<file path="config.mk">
export PLATFORM = sky130hd
export DESIGN_NAME = sort_stream_io
export DESIGN_NICKNAME = d
export VERILOG_FILES = /design/src/rtl/sort_stream_io.sv
export SDC_FILE = /design/constraint.sdc
export NUM_CORES = 1
export LEC_CHECK = 0
export BUFFER_PORTS_ARGS = -buffer_cell sky130_fd_sc_hd__buf_4
export CORE_MARGIN = 2
export CORE_UTILIZATION = 41
export DETAILED_ROUTE_END_ITERATION = 6
export PLACE_DENSITY = 0.73
export SETUP_SLACK_MARGIN = 0.02
export SYNTH_ARGS = -nofsm -noshare
export SYNTH_HDL_FRONTEND = slang
export SYNTH_SLANG_ARGS = --single-unit
</file>
<file path="constraint.sdc">
create_clock -name clk -period 1.33 [get_ports clk]
set_input_delay 0.266 -clock clk [delete_from_list [all_inputs] [get_ports clk]]
set_output_delay 0.266 -clock clk [all_outputs]
set_load 0.1 [all_outputs]
</file>
<file path="src/rtl/sort_stream_io.sv">
// Streaming front/back end for the in-memory sorter: loads K words into the shared
// sort memory, kicks the sorter, then streams the sorted words back out.
module sort_stream_io #(
  parameter int K  = 8,
  parameter int N  = 8,
  parameter int AW = 3
) (
  input  logic          clk,
  input  logic          rst,
  input  logic          in_valid,
  output logic          in_ready,
  input  logic [N-1:0]  in_data,
  output logic          mem_sel,
  output logic          mem_we,
  output logic [AW-1:0] mem_addr,
  output logic [N-1:0]  mem_wdata,
  input  logic [N-1:0]  mem_rdata,
  output logic          sort_start,
  input  logic          sort_done,
  output logic          out_valid,
  input  logic          out_ready,
  output logic [N-1:0]  out_data,
  output logic          out_last,
  output logic          busy
);

  typedef enum logic [2:0] {
    LOAD, START, SORT, RADDR, RWAIT, OUT, RELEASE
  } state_t;

  localparam logic [AW-1:0] LAST = AW'(K - 1);

  state_t        state_reg, state_next;
  logic [AW-1:0] wcnt_reg, wcnt_next;
  logic [AW-1:0] rcnt_reg, rcnt_next;
  logic [N-1:0]  out_data_reg;
  logic          out_last_reg;

  always_ff @(posedge clk) begin
    if (rst) begin
      state_reg    <= LOAD;
      wcnt_reg     <= '0;
      rcnt_reg     <= '0;
      out_data_reg <= '0;
      out_last_reg <= 1'b0;
    end else begin
      state_reg <= state_next;
      wcnt_reg  <= wcnt_next;
      rcnt_reg  <= rcnt_next;
      // Read issued in RADDR returns during RWAIT; hold it until the handshake.
      if (state_reg == RWAIT) begin
        out_data_reg <= mem_rdata;
        out_last_reg <= (rcnt_reg == LAST);
      end
    end
  end

  always_comb begin
    state_next = state_reg;
    wcnt_next  = wcnt_reg;
    rcnt_next  = rcnt_reg;
    in_ready   = 1'b0;
    mem_sel    = 1'b1;
    mem_we     = 1'b0;
    mem_addr   = '0;
    sort_start = 1'b0;
    out_valid  = 1'b0;
    case (state_reg)
      LOAD: begin
        in_ready = 1'b1;
        mem_we   = in_valid;
        mem_addr = wcnt_reg;
        if (in_valid) begin
          if (wcnt_reg == LAST) begin
            wcnt_next  = '0;
            state_next = START;
          end else begin
            wcnt_next = wcnt_reg + 1'b1;
          end
        end
      end
      START: begin
        sort_start = 1'b1;
        mem_sel    = 1'b0;
        state_next = SORT;
      end
      SORT: begin
        mem_sel = 1'b0;
        if (sort_done) begin
          rcnt_next  = '0;
          state_next = RADDR;
        end
      end
      RADDR: begin
        mem_addr   = rcnt_reg;
        state_next = RWAIT;
      end
      RWAIT: begin
        mem_addr   = rcnt_reg;
        state_next = OUT;
      end
      OUT: begin
        out_valid = 1'b1;
        mem_addr  = rcnt_reg;
        if (out_ready) begin
          if (rcnt_reg == LAST) begin
            state_next = RELEASE;
          end else begin
            rcnt_next  = rcnt_reg + 1'b1;
            state_next = RADDR;
          end
        end
      end
      RELEASE: begin
        // Second pulse walks the controller from done back to idle.
        sort_start = 1'b1;
        state_next = LOAD;
      end
      default: state_next = LOAD;
    endcase
  end

  assign mem_wdata = in_data;
  assign out_data  = out_data_reg;
  assign out_last  = out_last_reg;
  assign busy      = !((state_reg == LOAD) && (wcnt_reg == '0));

endmodule

</file>
# Yosys cells after proc, flatten, opt, wreduce, memory -nomap -nowiden
# Cells that the tools add are included.
# op_classes
n_addsub	2
n_eq_ne	13
n_mux	17
reduce_logical	11
# ops
op	count
2-to-1 mux 3 bit	9
one-hot mux 3 bit (6 select lines)	1
== test 3 bit, second input constant	5
one-hot mux 3 bit (2 select lines)	2
inequality test 2 bit, second input constant	5
AND reduction 4 bit	2
adder 3 x 1 -> 3 bit, second input constant	2
== test 3 x 2 -> 1 bit, second input constant	2
zero test 3 bit	2
2-to-1 mux 1 bit	5
OR reduction 2 bit	2
== test 3 x 1 -> 1 bit, second input constant	1
OR reduction 3 bit	1
AND reduction 2 bit	1
nonzero test 2 bit	1
logical AND 1 bit	1
zero test 1 bit	1
# totals
register_bits	18
inputBits	21
elab_cells	48

# Depth between registers and ports, before layout
# Gate-level depths: netlist of the first run.
# depth
word_depth	4
depth_mapped	5
ltp_nobuf	5

# Worst setup path after synthesis of the first run
# No wires, ideal clock.
# synth_path
kind	register -> output
startpoint	register state_reg[0]
endpoint	output port busy
arrival_ns	2.963
slack_ns	-1.899
stages_incl_launch_ff	4
n_path_buf	1
cell_sequence	dfxtp_1 buf_2 nor3_2 nand3b_1
# synth_between
elab_chain_len	3
# synth_lines
item	line_no	text
from (decl)	33	state_t state_reg, state_next;
from (signal assigned)	47	state_reg <= state_next;
zero test 3 bit	126	assign busy = !((state_reg == LOAD) && (wcnt_reg == '0));
logical AND 1 bit	126	
zero test 1 bit	126	
to (decl)	24	output logic busy
# Every way passes these cells.

# Worst setup path after layout of the first run
# layout_path
startpoint	register state_reg[1]
endpoint	output port mem_addr[1]
# layout_between
elab_chain_len	3
# layout_lines
item	line_no	text
== test 3 bit or == test 3 x 2 -> 1 bit (tied branches)	68	case (state_reg)
OR reduction 3 bit (no source line)	-	
one-hot mux 3 bit (2 select lines) (*)	68	
to (decl)	15	output logic [AW-1:0] mem_addr,
# Every way passes the cells marked *; elsewhere a longest branch is shown, timed or not.

==> impl_results.md, run 1 <==
* Slew Viols, Final at 0
* Largest family of logic cells by synthesized area: simple AND/OR/NAND/NOR gates
* F_max at 594 MHz
* Unrepaired setup endpoints after global routing: true
* Largest net degree at the start of global routing at 20
* WHS at 0.202 ns
* Crit path time final at 1.68 ns
* Final setup fails at 12
* Final Routed Wirelength at 2.68 mm
* I/O Buffers at 30
* Crit-path cells: buf_6, nor3_4, a22o_2, buf_12
* Power Density at 936 nW/um^2
* Fill count at 191
* Critical Path End Type: output port
* Final Core Density at 70.0%
* Max Cap Viol at 0
* Most common cell in the netlist: dfxtp_1
* Slew Limit Headroom at 81.9%
* Post-synth EDFFs at 0
* Top delay family on crit path: flip-flops
* Mapped Avg Cell Area at 8.75 um^2
* Number of DRC markers in iteration 0 at 8
* WL/cell at 14.4 um
* WS Path Type: reg2out
* Share of cells above drive strength 1 at 62.2%
* Synth Flop Type: dfxtp_1
* Clk_lat worst skew at 0.29 ns
* Inserted Diodes at 0
* Starting Density at 42.1%
* I/O pins at 47
* Grt total ovfl at 0
* Max Buffers Root-to-Sink at 2
* Seq/Total Area, Yosys at 35.5%
* Arr. time, crit path at 1.42 ns
* First-pass GRT wire length at 4.35 mm
* Vias/cell at 5.20
* Simple-gate share of the synthesized area at 22.8%
* #FFs+latches synth at 18
* Leading area contributor after synthesis: dfxtp_1
* Number of antenna violations at the first check in global routing at 0
* Root Buffer: clkbuf_4
* TritonCTS clock tree: yes
* YS warnings at 0
* Routability congestion estimate at 0.731
* Slowest stage delay, CP at 0.37 ns
* Async SR Flop Fraction at 0%
* Syn nets at 143
* Leak Pwr at 0.713 nW
* Crit path max fanout at 5
* Multi-input gate area at 699 um^2
* CTS Hold Buffers Added at 0
* Adder-cell area share of the yosys netlist at 7.40%
* Mux share of post-synthesis cell area at 2.96%
* Die width at 53.8 um
* Max stage delay cell, worst path: dfxtp_4
* H-tree levels at 1
* Mapped Area at 1010 um^2
* Area contributors post-synth: dfxtp_1 36%, a21oi_1 7.4%, ha_1 7.4%
* Die H at 53.8 um
* Final net count at 185
* Skew final at 0.00152 ns
* Die area at 2890 um^2
* Post-route DRC at 0
* Post-Synth XOR/XNOR Area at 0%
* Worst path required time at 1.06 ns
* Synth-to-layout area growth at 66.3%
* Slew @ Worst Pin at 0.271 ns
* Failing checks: negative setup slack
* Mapped Cells at 116
* Final Hold Vio Count at 0
* Rows at 18
* Vias in the first global route at 998
* Synth Area in Compound Gates at 20.5%
* Buf+Inv Stages, Crit Path at 2
* Max FFs per register at 8
* Core Box Area at 2410 um^2
* Post-route setup slack at -0.352 ns
* Register Area at 385 um^2
* Hold/Removal Path Class: in2reg
* Synth cell types at 31
* Maximum VDD drop at 0.000862 V
* Final instance area at 1690 um^2
* Via count at 968
* DRT Pass-1 Iters at 4
* Num CTS Buffers at 3
* Dpl cell area at 1380 um^2
* Period Utilization, post-route at 126%
* Clock sink count at 18
* Final ANT Viol Nets at 0
* Clk slew on worst S/H paths at 0.10 ns
* Top-area cell type share of the netlist area at 35.5%
* HPWL Detailed at 1.77 mm
* Run status: finished with violations
* Post-synth top cells: 18 x dfxtp_1, 15 x a21oi_1, 12 x nand2_1, 10 x o21ai_0, 8 x buf_4
* Startpoint Class: register
* GRT Resource Usage Total at 20.7%
per-layer routing:
| metal | vias up | global-route usage [%] | wire (um) | share of wire [%] |
|---|---|---|---|---|
| met4 | 0 | 6.41 | 19 | 0.71 |
| met1 | 449 | 24.6 | 1170 | 44 |
| met5 | - | 0 | 0 | 0 |
| met2 | 33 | 36.0 | 1330 | 50 |
| li1 | 484 | - | - | - |
| met3 | 2 | 5.28 | 160 | 6.0 |
area by class of cell:
class / count / share of cell area, %
Multi-Input combinational cell: 80 / 41.4
Timing Repair Buffer: 52 / 31.5
Sequential cell: 18 / 22.8
Tap cell: 30 / 2.22
Clock buffer: 3 / 1.33
Inverter: 3 / 0.667
through the flow:
| stage | total power [mW] | TNS (ns) | std cells | worst slack [ns] |
|---|---|---|---|---|
| floorplan | 1.14 | -7.30 | 116 | -1.25 |
| global placement | 1.16 | -0.743 | 176 | -0.126 |
| detailed placement | 1.17 | -1.19 | 176 | -0.194 |
| CTS | 1.57 | -3.03 | 185 | -0.401 |
| global route | 1.64 | -3.53 | 186 | -0.401 |
| finish | 1.58 | -2.73 | 186 | -0.352 |
final timing paths:
check                           cells past startpoint                 startpoint  slack, ns                        to
worst max-delay path                                4  state_reg[1]$_SDFFE_PP0P_      -0.35               mem_addr[1]
worst min-delay path                                3               mem_rdata[2]       0.20  out_data[2]$_SDFFE_PP0P_
worst max register to register                      5   rcnt_reg[1]$_SDFFE_PP0P_      -0.08  rcnt_reg[0]$_SDFFE_PP0P_
worst min register to register                      2   out_data[6]$_SDFFE_PP0P_       0.48  out_data[6]$_SDFFE_PP0P_
cell families after synthesis:
| group | Yosys count |
|---|---|
| AO/OA/AOI/OAI | 35 |
| buffers and inverters | 18 |
| flip-flops | 18 |
| multiplexers | 3 |
| AND/OR/NAND/NOR | 36 |
| adder cells (fa/ha/maj) | 6 |
cells in the final DEF, fill, tap and decap left out, drive strengths merged, types with 4 or more instances in the layout:
| cell type | instances |
|---|---|
| nand2 | 12 |
| nand2b | 4 |
| nand3b | 6 |
| ha | 6 |
| nor2 | 4 |
| buf | 52 |
| o21ai | 10 |
| a21oi | 15 |
| dfxtp | 18 |
timing repair:
action                     CTS  global route
gates cloned                 0             1
setup endpoints to repair   15            24
resized for setup           40            25
setup buffers                6             2
pin swaps                    7            15
tightest hold or removal path: stages:
cell     delay, ns
buf_4         0.11
nand2_1       0.04
a21oi_1       0.05
power breakdown:
part	total, mW	switching, mW	internal [mW]
registers	0.581	0.0277	0.553
clock network	0.270	0.165	0.105
logic	0.728	0.439	0.289
total	1.58	0.632	0.948
No activity file was read; power rests on OpenSTA's default activity.
==> inputs of run 2 (changes only) <==
CTS_CLUSTER_SIZE = 14   (was unset)
clock period = 1.5 ns   (was 1.33 ns; I/O delays follow)
==> impl_results.md, run 2 (same netlist as run 1, synthesis figures left out) <==
* Buf+Inv Stages, Crit Path at 2
* Number of antenna violations at the first check in global routing at 0
* Worst Hold End: out_data[4]$_SDFFE_PP0P_
* Max Buffers Root-to-Sink at 2
* Root Buffer: clkbuf_4
* Slowest stage delay, CP at 0.37 ns
* Clock sink count at 18
* Final setup fails at 9
* Starting Density at 42.1%
* Worst flop-to-flop path startpoint: rcnt_reg[0]$_SDFFE_PP0P_
* Core Box Area at 2410 um^2
* Maximum VDD drop at 0.000744 V
* Arr. time, crit path at 1.40 ns
* Crit-path cells: buf_12, nor3_4, a22o_2, buf_12
* Share of cells above drive strength 1 at 45.3%
* DRT Pass-1 Iters at 4
* Final Routed Wirelength at 2.33 mm
* Routability congestion estimate at 0.754
* Slew @ Worst Pin at 0.383 ns
* Register Area at 375 um^2
* R2r setup slk at 0.02 ns
* Slew Viols, Final at 0
* Worst hold stages at 3
* Hold wc startpoint: mem_rdata[4]
* Most frequent cells in the layout: 32 x buf_4, 14 x a21oi_1, 12 x dfxtp_1
* HPWL Detailed at 1.73 mm
* Post-route DRC at 0
* F_max at 587 MHz
* R2r endpoint: rcnt_reg[0]$_SDFFE_PP0P_
* TritonCTS clock tree: yes
* Crit path max fanout at 6
* Crit path time final at 1.70 ns
* Slew Limit Headroom at 74.5%
* Sequential share of power at 36.4%
* Sw power at 546 uW
* Final ANT Viol Nets at 0
* Num CTS Buffers at 3
* Post-Layout Cell Count at 178
* Tot Pwr at 1.41 mW
* Synth-to-layout area growth at 48.1%
* Largest net degree at the start of global routing at 20
* Skew final at 0.00175 ns
* CTS Hold Buffers Added at 0
* Failing checks: negative setup slack
* I/O pins at 47
* Die area at 2890 um^2
* Comb pwr share at 42.1%
* Clk slew on worst S/H paths at 0.10 ns
* H-tree levels at 1
* Final Hold Vio Count at 0
* Hold/Removal Path Class: in2reg
* Period Utilization, post-route at 114%
* Number of DRC markers in iteration 0 at 15
* Clock share of power at 21.4%
* Inserted Diodes at 0
* GRT Resource Usage Total at 16.9%
* Grt total ovfl at 0
* Sw Ratio at 38.9%
* Run status: finished with violations
* Max stage delay cell, worst path: dfxtp_4
* First-pass GRT wire length at 3.68 mm
* I/O Buffers at 30
* Most used cell, CP: buf_12
* Most common cell after layout, fill and taps aside: buf_4
* Placed Cells at 171
* WL/cell at 13.1 um
* Final net count at 176
* Vias in the first global route at 868
* Critical Path End Type: output port
* Int Pwr at 860 uW
* Fill count at 198
* Post-route setup slack at -0.205 ns
* Startpoint Class: register
* Multi-input gate area at 613 um^2
* WS Path Type: reg2out
* Vias/cell at 5.20
* Max FFs per register at 8
* Rows at 18
* Unrepaired setup endpoints after global routing: true
* Clk_lat worst skew at 0.29 ns
* Max Cap Viol at 0
* Die H at 53.8 um
* Leak Pwr at 0.617 nW
* Die width at 53.8 um
* Top delay family on crit path: flip-flops
* Power Density at 936 nW/um^2
* Register-to-Register Path Depth at 5
* Worst path required time at 1.20 ns
* Via count at 926
## run 2: through the flow
stage / hold slack [ns] / worst slack, ns / cell area (um^2) / setup TNS (ns) / utilization, %
2_1_floorplan: 0.436 / -1.12 / 1070 / -5.78 / -
3_3_place_gp: 0.461 / 0.0338 / 1310 / 0 / 54.3
6_report: 0.247 / -0.205 / 1500 / -1.35 / 62.4
3_5_place_dp: 0.472 / -0.0103 / 1310 / -0.0123 / 54.3
4_1_cts: 0.244 / -0.207 / 1480 / -1.40 / 61.2
5_1_grt: 0.235 / -0.267 / 1500 / -1.94 / 62.4
## run 2: power by group through the flow
| stage | logic [mW] | clock network, mW | registers (mW) |
|---|---|---|---|
| finish | 0.593 | 0.301 | 0.513 |
| global route | 0.620 | 0.327 | 0.515 |
| CTS | 0.595 | 0.305 | 0.511 |
| detailed placement | 0.510 | 0 | 0.526 |
| global placement | 0.504 | 0 | 0.524 |
| floorplan | 0.489 | 0 | 0.524 |
## run 2: worst max-delay path by stage
stage | startpoint | to | slack [ns] | depth (start not counted)
2_1_floorplan | state_reg[0]$_SDFFE_PP0P_ | busy | -1.12 | 3
3_3_place_gp | state_reg[1]$_SDFFE_PP0P_ | mem_addr[2] | 0.03 | 4
3_5_place_dp | state_reg[1]$_SDFFE_PP0P_ | mem_addr[2] | -0.01 | 4
4_1_cts | state_reg[1]$_SDFFE_PP0P_ | mem_addr[2] | -0.21 | 4
5_1_grt | state_reg[1]$_SDFFE_PP0P_ | mem_addr[2] | -0.27 | 4
6_report | state_reg[1]$_SDFFE_PP0P_ | mem_addr[2] | -0.20 | 4
## run 2: what timing repair did
| action | 4_1_cts | 5_1_grt |
|---|---|---|
| hold endpoints to repair | 0 | 0 |
| pin swaps | 0 | 2 |
| endpoints found under the setup margin | 11 | 11 |
| gates resized for setup | 31 | 6 |
| buffers inserted | 3 | 1 |
## run 2: area by class of cell
type,instances,share of cell area [%]
multi-input cells,80,40.8
repair buffers,43,28.6
flip-flops and latches,18,25.0
well taps,30,2.50
clock buffers,4,2.41
inverters,3,0.749
## run 2: metal layers
metal,up-vias,GRT usage [%],share of wire [%]
met5,-,0,0
met4,0,2.56,0
met3,0,3.89,6.4
met2,28,32.7,51
met1,429,18.8,42
li1,469,-,-
## run 2: worst reg2reg max path, stage by stage, from the launching register on
cell and delay [ns]:
dfxtp_2 0.35, ha_4 0.16, ha_2 0.17, nand3b_1 0.20, or3_1 0.41, a21oi_2 0.13
==> inputs of run 3 (changes only) <==
ABC_AREA = 1   (was unset)
==> impl_results.md, run 3 <==
* TritonCTS clock tree: yes
* Run status: finished with violations
* Inserted Diodes at 0
* Post-synth top cells: 34 x nor2_1, 19 x nand2_1, 18 x dfxtp_1, 18 x inv_1, 12 x o21ai_0
* Number of DRC markers in iteration 0 at 19
* Clk_lat worst skew at 0.29 ns
* Slew Viols, Final at 0
* Max FFs per register at 8
* F_max at 607 MHz
* Mapped Cells at 150
* Routability congestion estimate at 0.843
* WHS at 0.176 ns
* Leak Pwr at 0.768 nW
* Syn nets at 177
* Synth cell types at 22
* Rows at 18
* Via count at 1076
* Power Density at 2050 nW/um^2
* Die H at 54.4 um
* Final Routed Wirelength at 2.78 mm
* Final Hold Vio Count at 0
* Period Utilization, post-route at 110%
* Most used cell, CP: inv_6
* Number of antenna violations at the first check in global routing at 0
* Slew Limit Headroom at 72.0%
* Mapped Area at 1040 um^2
* H-tree levels at 1
* CTS Hold Buffers Added at 0
* Die width at 54.4 um
* Num CTS Buffers at 3
* Post-synth EDFFs at 0
* Max stage delay cell, worst path: dfxtp_4
* Post-route DRC at 0
* Slowest stage delay, CP at 0.39 ns
* Unrepaired setup endpoints after global routing: true
* #FFs+latches synth at 18
* First-pass GRT wire length at 4.05 mm
* WL/cell at 12.6 um
* Arr. time, crit path at 1.35 ns
* DRT Pass-1 Iters at 4
* Die area at 2960 um^2
* Synth Flop Type: dfxtp_1
* Clk slew on worst S/H paths at 0.10 ns
* Starting Density at 42.7%
* Area contributors post-synth: dfxtp_1 35%, nor2_1 12%, ha_1 7.2%
* Async SR Flop Fraction at 0%
* Synth-to-layout area growth at 60.6%
* I/O Buffers at 30
* Most common cell in the netlist: nor2_1
* Slew @ Worst Pin at 0.420 ns
* Buf+Inv Stages, Crit Path at 3
* Most frequent cells in the layout: 37 x buf_4, 33 x nor2_1, 15 x inv_1, 15 x nand2_1, 14 x dfxtp_1
* Final net count at 219
* TNS Setup at -0.920 ns
* Top-area cell type share of the netlist area at 34.7%
* Post-Layout Cell Count at 220
* Crit path max fanout at 5
* Vias/cell at 4.89
* Leading area contributor after synthesis: dfxtp_1
* Post-placement setup slack at -0.0105 ns
* Core Box Area at 2430 um^2
* Critical Path End Type: output port
* Seq/Total Area, Yosys at 34.7%
* Final ANT Viol Nets at 0
* Crit-path cells: nor2_4, nand2_4, inv_6, nand2_8, inv_6, buf_12
* GRT Resource Usage Total at 19.1%
* Max Cap Viol at 0
* Failing checks: negative setup slack
* Max Buffers Root-to-Sink at 2
* YS warnings at 0
* Startpoint Class: register
* Worst path required time at 1.20 ns
* HPWL Detailed at 1.90 mm
* Skew final at 0.00455 ns
* Share of cells above drive strength 1 at 45.3%
* Placed Cells at 203
* Vias in the first global route at 930
* Most common cell after layout, fill and taps aside: buf_4
* Hold/Removal Path Class: in2reg
* Mapped Avg Cell Area at 6.93 um^2
* Grt total ovfl at 0
* I/O pins at 47
* WS Path Type: reg2out
* Maximum VDD drop at 0.00269 V
* Crit path time final at 1.65 ns
* Final setup fails at 9
* Top delay family on crit path: flip-flops
* Clock sink count at 18
* Root Buffer: clkbuf_4
* Final Core Density at 68.7%
* Post-route setup slack at -0.148 ns
* Largest net degree at the start of global routing at 17
[run 3: cell types whose count changed after synthesis, moves of 5 or more]
cell / delta
a21oi_1: -12
inv_2: +5
nand2_1: +7
nor2_1: +30
nand3b_1: -6
inv_1: +15
[run 3: logic make-up (layout without fill, tap and decap cells)]
kind of cell | Yosys count | after routing | share of synthesized area (%)
adders and majority gates | 6 | 6 | 7.22
DFF | 18 | 18 | 34.7
and+or+nand+nor | 72 | 72 | 31.8
AOI/OAI and AO/OA | 21 | 21 | 10.8
buffers and inverters | 33 | 73 | 15.5
[run 3: final timing paths]
| kind | startpoint | end | slack, ns | cells after the start |
|---|---|---|---|---|
| setup / recovery | state_reg[0]$_SDFFE_PP0P_ | mem_we | -0.15 | 6 |
| hold / removal | rst | state_reg[2]$_SDFFE_PP0P_ | 0.18 | 2 |
| setup reg to reg | state_reg[1]$_SDFFE_PP0P_ | rcnt_reg[0]$_SDFFE_PP0P_ | 0.03 | 9 |
| hold reg to reg | out_data[0]$_SDFFE_PP0P_ | out_data[0]$_SDFFE_PP0P_ | 0.50 | 2 |
[run 3: where the power goes]
group / leakage [nW] / internal (mW) / switching, mW
logic: 0.605 / 0.896 / 1.60
registers: 0.149 / 0.577 / 0.109
clock network: 0.0138 / 0.0934 / 0.144
total: 0.768 / 1.57 / 1.86
[run 3: layout make-up]
class | count | area, um^2
fill | 191 | 762
multi-input combinational | 99 | 657
timing repair buffer | 47 | 469
sequential | 18 | 373
inverter | 23 | 111
tap | 30 | 37.5
clock buffer | 3 | 22.5
[run 3: repair_timing]
item | CTS | global route
buffers inserted | 7 | 7
gates cloned | 0 | 0
gates resized for setup | 34 | 11
pin swaps | 7 | 9
setup endpoints to repair | 9 | 12
[run 3: routing by layer]
metal  track usage [%]  vias to the layer above  part of all wire [%]
met5                 0                        -                     0
met4              3.75                        0                   1.1
met3              5.19                        4                   4.9
met2              35.3                       27                    55
met1              21.8                      500                    38
li1                  -                      545                     -
[run 3: metrics by stage]
| step | total power [mW] | area, um^2 |
|---|---|---|
| 2_1_floorplan | 2.41 | 1150 |
| 3_3_place_gp | 2.60 | 1360 |
| 3_5_place_dp | 2.63 | 1360 |
| 4_1_cts | 3.29 | 1570 |
| 5_1_grt | 3.59 | 1670 |
| 6_report | 3.42 | 1670 |
